**src/rtl/uart_tx_arbiter.sv**
```systemverilog
// uart_tx_arbiter
//   Shares one UART transmitter between two byte producers. Requester 0 is the
//   processor MMIO store path and requester 1 is the debug/status source.
//   Accepted bytes are arbitrated round-robin into a 2**FIFO_DEPTH_LOG2-byte
//   TX FIFO. A small FSM drains the FIFO one byte at a time using the UART
//   core's wr/busy handshake.
//
// Parameters
//   FIFO_DEPTH_LOG2 : log2 of the FIFO depth (default 4, i.e. 16 bytes)
//   SETTLE_CYCLES   : cycles after the wr strobe during which uart_busy is
//                     ignored, covering the core's busy-rise latency (1..3)
//
// Ports
//   clk, reset           : clock and synchronous active-high reset
//   req0_valid/data/ready: requester 0 byte handshake (ready is combinational)
//   req1_valid/data/ready: requester 1 byte handshake (ready is combinational)
//   uart_wr              : one-cycle write strobe to the UART core
//   uart_tx_data         : byte for the UART core; holds its value between strobes
//   uart_busy            : UART core is transmitting
//   fifo_level           : number of bytes currently queued
//   fifo_full/fifo_empty : level == depth / level == 0
//
// Optional build macro
//   UART_TX_CRLF_EN : a LF (8'h0A) at the FIFO head is sent as CR then LF.
//                     The CR is generated here and never occupies a FIFO slot.
module uart_tx_arbiter #(
  parameter int FIFO_DEPTH_LOG2 = 4,
  parameter int SETTLE_CYCLES   = 1
) (
  input  logic                     clk,
  input  logic                     reset,
  input  logic                     req0_valid,
  input  logic [7:0]               req0_data,
  output logic                     req0_ready,
  input  logic                     req1_valid,
  input  logic [7:0]               req1_data,
  output logic                     req1_ready,
  output logic                     uart_wr,
  output logic [7:0]               uart_tx_data,
  input  logic                     uart_busy,
  output logic [FIFO_DEPTH_LOG2:0] fifo_level,
  output logic                     fifo_full,
  output logic                     fifo_empty
);

  localparam int DEPTH = 1 << FIFO_DEPTH_LOG2;
  localparam logic [FIFO_DEPTH_LOG2:0] FULL_LEVEL = DEPTH[FIFO_DEPTH_LOG2:0];
  localparam logic [1:0] SETTLE_LAST = 2'(SETTLE_CYCLES - 1);

  typedef enum logic [1:0] {
    S_IDLE,
    S_STROBE,
    S_SETTLE,
    S_WAIT
  } state_t;

  logic [7:0]                 fifo_mem [DEPTH];
  logic [FIFO_DEPTH_LOG2-1:0] wr_ptr_reg;
  logic [FIFO_DEPTH_LOG2-1:0] rd_ptr_reg;
  logic [FIFO_DEPTH_LOG2:0]   level_reg;
  logic                       rr_last_reg;
  state_t                     state_reg, state_next;
  logic [1:0]                 settle_cnt_reg, settle_cnt_next;
  logic [7:0]                 tx_data_reg, tx_data_next;
  logic                       grant0, grant1, push, pop;
  logic [7:0]                 push_data;
  logic [7:0]                 fifo_head;
`ifdef UART_TX_CRLF_EN
  logic                       cr_sent_reg, cr_sent_next;
  logic                       insert_cr;
`endif

  assign fifo_level = level_reg;
  assign fifo_full  = (level_reg == FULL_LEVEL);
  assign fifo_empty = (level_reg == '0);
  assign fifo_head  = fifo_mem[rd_ptr_reg];
  assign uart_tx_data = tx_data_reg;

  // Round-robin: on contention the requester that was not served last wins.
  // A same-cycle pop never frees room for this cycle's push.
  assign grant0 = !fifo_full && req0_valid && (!req1_valid || rr_last_reg);
  assign grant1 = !fifo_full && req1_valid && (!req0_valid || !rr_last_reg);
  assign req0_ready = grant0;
  assign req1_ready = grant1;
  assign push      = grant0 || grant1;
  assign push_data = grant1 ? req1_data : req0_data;

  // FIFO storage: no reset, contents are qualified by the pointers/level.
  always_ff @(posedge clk) begin
    if (push) begin
      fifo_mem[wr_ptr_reg] <= push_data;
    end
  end

  always_ff @(posedge clk) begin
    if (reset) begin
      wr_ptr_reg  <= '0;
      rd_ptr_reg  <= '0;
      level_reg   <= '0;
      rr_last_reg <= 1'b1;
    end else begin
      if (push) begin
        wr_ptr_reg  <= wr_ptr_reg + 1'b1;
        rr_last_reg <= grant1;
      end
      if (pop) begin
        rd_ptr_reg <= rd_ptr_reg + 1'b1;
      end
      case ({push, pop})
        2'b10:   level_reg <= level_reg + 1'b1;
        2'b01:   level_reg <= level_reg - 1'b1;
        default: level_reg <= level_reg;
      endcase
    end
  end

`ifdef UART_TX_CRLF_EN
  // Head is stable from the IDLE decision through STROBE, so the same test
  // selects the CR byte and suppresses the pop.
  assign insert_cr = (fifo_head == 8'h0A) && !cr_sent_reg;
`endif

  // Drain FSM state register.
  always_ff @(posedge clk) begin
    if (reset) begin
      state_reg      <= S_IDLE;
      settle_cnt_reg <= '0;
      tx_data_reg    <= 8'h00;
`ifdef UART_TX_CRLF_EN
      cr_sent_reg    <= 1'b0;
`endif
    end else begin
      state_reg      <= state_next;
      settle_cnt_reg <= settle_cnt_next;
      tx_data_reg    <= tx_data_next;
`ifdef UART_TX_CRLF_EN
      cr_sent_reg    <= cr_sent_next;
`endif
    end
  end

  // Drain FSM next-state and outputs. The outgoing byte is captured on the
  // IDLE->STROBE edge so it is already valid while uart_wr is high.
  always_comb begin
    state_next      = state_reg;
    settle_cnt_next = settle_cnt_reg;
    tx_data_next    = tx_data_reg;
    uart_wr         = 1'b0;
    pop             = 1'b0;
`ifdef UART_TX_CRLF_EN
    cr_sent_next    = cr_sent_reg;
`endif
    case (state_reg)
      S_IDLE: begin
        if (!fifo_empty && !uart_busy) begin
          state_next   = S_STROBE;
          tx_data_next = fifo_head;
`ifdef UART_TX_CRLF_EN
          if (insert_cr) begin
            tx_data_next = 8'h0D;
          end
`endif
        end
      end
      S_STROBE: begin
        uart_wr         = 1'b1;
        pop             = 1'b1;
        settle_cnt_next = '0;
        state_next      = S_SETTLE;
`ifdef UART_TX_CRLF_EN
        if (insert_cr) begin
          pop          = 1'b0;
          cr_sent_next = 1'b1;
        end else begin
          cr_sent_next = 1'b0;
        end
`endif
      end
      S_SETTLE: begin
        // uart_busy may not have risen yet; do not look at it here.
        if (settle_cnt_reg == SETTLE_LAST) begin
          state_next = S_WAIT;
        end else begin
          settle_cnt_next = settle_cnt_reg + 1'b1;
        end
      end
      S_WAIT: begin
        if (!uart_busy) begin
          state_next = S_IDLE;
        end
      end
      default: begin
        state_next = S_IDLE;
      end
    endcase
  end

endmodule

```
**config.mk**
```make
export PLATFORM = sky130hd
export DESIGN_NAME = uart_tx_arbiter
export DESIGN_NICKNAME = d
export VERILOG_FILES = /design/src/rtl/uart_tx_arbiter.sv
export SDC_FILE = /design/constraint.sdc
export NUM_CORES = 1
export LEC_CHECK = 0
export BUFFER_PORTS_ARGS = -buffer_cell sky130_fd_sc_hd__buf_4
export CAP_MARGIN = 40
export CORE_MARGIN = 10
export CORE_UTILIZATION = 30
export DETAILED_ROUTE_END_ITERATION = 6
export GPL_ROUTABILITY_DRIVEN = 0
export GPL_TIMING_DRIVEN = 0
export PLACE_DENSITY_LB_ADDON = 0.08
export SYNTH_ARGS = -nofsm -noshare
export SYNTH_HDL_FRONTEND = slang
export SYNTH_SLANG_ARGS = --single-unit
```
**constraint.sdc**
```tcl
create_clock -name clk -period 5.4 [get_ports clk]
set_clock_uncertainty 0.1 [all_clocks]
set_input_delay 1.08 -clock clk [delete_from_list [all_inputs] [get_ports clk]]
set_output_delay 1.08 -clock clk [all_outputs]
set_load 0.03 [all_outputs]
```
==> run summary <==
Synth area leader -> edfxtp_1
DRC -> 0
final hold violation count -> 0
worst reg2reg endpoint -> fifo_level[4]
Clock Sinks -> 154
CP max-delay cell -> a21oi_1
fraction of layout cells with a size suffix above 1 -> 0.298
measured slew at the worst slew-check pin -> 825 ps
WHS -> 379 ps
DR vias/cell -> 4.77
fmax -> 0.308 GHz
Worst setup endpoint -> fifo_level[4]
core area -> 21200 µm²
Ys Warns -> 0
VDD IR max -> 0.205 mV
final antenna-violating net count -> 0
max FFs per register -> 128
CTS buffer count -> 17
Startpoint Class -> input pin
worst skew pair latency -> 420 ps
CTS tree -> built
CP Data Required Time -> 5640 ps
initial antenna violation count -> 0
flop-to-flop setup slack -> 2180 ps
Setup crit start -> req0_valid
CP bufs+invs -> 3
period utilization -> 0.601
r2r startpoint -> fifo_level[1]
Mapped Cells -> 378
Post-Syn Area per Cell -> 17.2 µm²
Most flops, register -> fifo_mem
Slew HR -> 0.448
most common cell after layout, fill and taps aside -> edfxtp_1
Pre-antenna DRT Iters -> 4
Initial DRC Count -> 199
P&R area growth vs syn -> 21.8%
FILL cells -> 1953
Cell variety after synth -> 45
pin count of the biggest net entering global routing -> 17
Place WS -> 1680 ps
final worst path period need -> 3250 ps
final wirelength -> 15600 µm
top post-synthesis cells by area -> edfxtp_1 59%, dfxtp_1 8.0%, mux4_2 6.9%, mux4_1 4.9%, mux2_2 2.8%
htree depth -> 4
Initial Util -> 0.307
post-layout util -> 0.374
max-slew violations -> 0
Final #Nets -> 488
n_diodes -> 0
Die W -> 167 µm
endpoint class of the critical path -> flip-flop
Worst path depth -> 12
Hold Path Class -> flip-flop to flip-flop
final setup fails -> 0
number of global-route vias before repair -> 3687
Setup TNS Final -> 0 ps
pwr/cell area -> 466 nW/µm²
Mapped Nets -> 413
clock root cell -> clkbuf_16
IO buf count -> 38
CP max FO -> 9
Die Y -> 167 µm
num rows -> 53
Static Leakage -> 2.71 nW
delay-heaviest family, CP -> compound AO/OA/AOI/OAI gates
via count -> 3532
Yosys reg bits -> 154
outcome -> finished, final reports clean
Clock Pin Slew Worst Setup and Hold Paths -> 70 ps
commonest non-fill, non-tap cells in the layout -> 128 x edfxtp_1, 53 x buf_4, 38 x nor2_1
Worst EP arrival -> 3480 ps
Final WS setup -> 2150 ps
share of the synthesized area in the top cell type -> 0.592
unrepaired setup endpoints after global routing -> no
I/O Pins -> 39
Synth Cell Area -> 6490 µm²
slowest cell delay on critical path -> 430 ps
max_cap viols -> 0
CTS Buffer Depth -> 2
crit path kind -> input pin to flip-flop
wire per inst -> 21.0 µm
post-synthesis sequential area ratio -> 0.673
reg2reg path depth -> 12
hold buffers post-CTS -> 0
Post-CTS Setup Bufs -> 0
DIE AREA -> 27900 µm²
post-DP HPWL -> 10800 µm
Gates resized, CTS repair -> 0
GRT Util Overall -> 0.113
critical-path cell list -> buf_4 -> nor2_1 -> a21oi_1 -> inv_1 -> ha_1 -> clkbuf_1 -> xor2_1 -> ha_1 -> a21oi_1 -> a221o_1 -> a2111o_1 -> o2111ai_1
global route total overflow -> 0
global-route wire length before repair -> 23400 µm
==> synthesized netlist by cell type <==
| cell | instances |
|---|---|
| mux4_1 | 12 |
| buf_6 | 1 |
| mux2_2 | 16 |
| nor4_4 | 1 |
| nor3_1 | 5 |
| o2111ai_1 | 1 |
| buf_1 | 2 |
| or4_1 | 1 |
| inv_1 | 10 |
| o21bai_1 | 1 |
| a22oi_1 | 1 |
| nand3_1 | 2 |
| o221ai_2 | 1 |
| mux4_2 | 20 |
| nor3b_1 | 4 |
| nor2_1 | 38 |
| edfxtp_1 | 128 |
| nand2b_1 | 6 |
| and3b_1 | 1 |
| a221oi_2 | 1 |
| mux2i_1 | 11 |
| o22ai_1 | 2 |
| xor2_1 | 5 |
| a21oi_1 | 5 |
| or3b_2 | 1 |
| o21ba_2 | 1 |
| o21ai_0 | 6 |
| a21o_1 | 1 |
| nand4_1 | 1 |
| buf_2 | 3 |
| a211oi_1 | 3 |
| a221o_1 | 10 |
| o21a_1 | 1 |
| buf_12 | 1 |
| o221ai_1 | 1 |
| buf_4 | 2 |
| a2111o_1 | 2 |
| ha_1 | 14 |
| or3_1 | 2 |
| dfxtp_1 | 26 |
| nor2b_1 | 2 |
| nand2_1 | 10 |
| clkbuf_1 | 11 |
| xnor2_1 | 4 |
| and3_1 | 1 |
==> worst min-delay path by stage <==
stage / startpoint / endpoint / slack [ps] / cells after the start
4_1_cts: settle_cnt_reg[0] / settle_cnt_reg[0] / 380 / 1
5_1_grt: uart_tx_data[0] / uart_tx_data[0] / 410 / 1
2_1_floorplan: settle_cnt_reg[0] / settle_cnt_reg[0] / 340 / 1
3_5_place_dp: settle_cnt_reg[0] / settle_cnt_reg[0] / 370 / 1
6_report: settle_cnt_reg[0] / settle_cnt_reg[0] / 380 / 1
3_3_place_gp: settle_cnt_reg[0] / settle_cnt_reg[0] / 350 / 1
==> power breakdown <==
group | switching [mW] | internal (mW)
registers | 0.0608 | 1.45
logic | 0.575 | 0.395
clock network | 0.481 | 0.725
total | 1.12 | 2.57
==> final cells by class <==
cell class                      count  area [µm²]  share of cell area
Sequential cell                   154        4360               0.552
Multi-Input combinational cell    194        2000               0.253
Clock buffer                       21         470              0.0595
Timing Repair Buffer               56         443              0.0560
Tap cell                          275         344              0.0435
Clock inverter                     11         136              0.0173
Buffer                             20         110              0.0139
Inverter                           10        37.5             0.00475
==> routing by layer <==
layer  share of wire  track usage
met1            0.48        0.150
met2            0.48        0.179
met3           0.030       0.0245
met4           0.012       0.0355
met5               0            0
==> per-stage QoR <==
stage,cells,cell area (µm²),power (mW)
after global routing,741,7900,3.88
after global placement,691,7120,2.49
after floorplan,378,6490,2.17
after CTS,741,7900,3.74
final,741,7900,3.68
after detailed placement,709,7300,2.52
==> logic make-up (layout without fill, tap and decap cells) <==
kind of cell,after synthesis,count (layout),share of synthesized area
AOI/OAI and AO/OA,37,37,0.0463
xor gates and xnor gates,9,9,0.0121
adders and majority gates,14,14,0.0270
buffers and inverters,30,118,0.0228
DFF,154,154,0.673
muxes,59,59,0.163
and+or+nand+nor,75,75,0.0565
(Power assumes the default switching activity.)
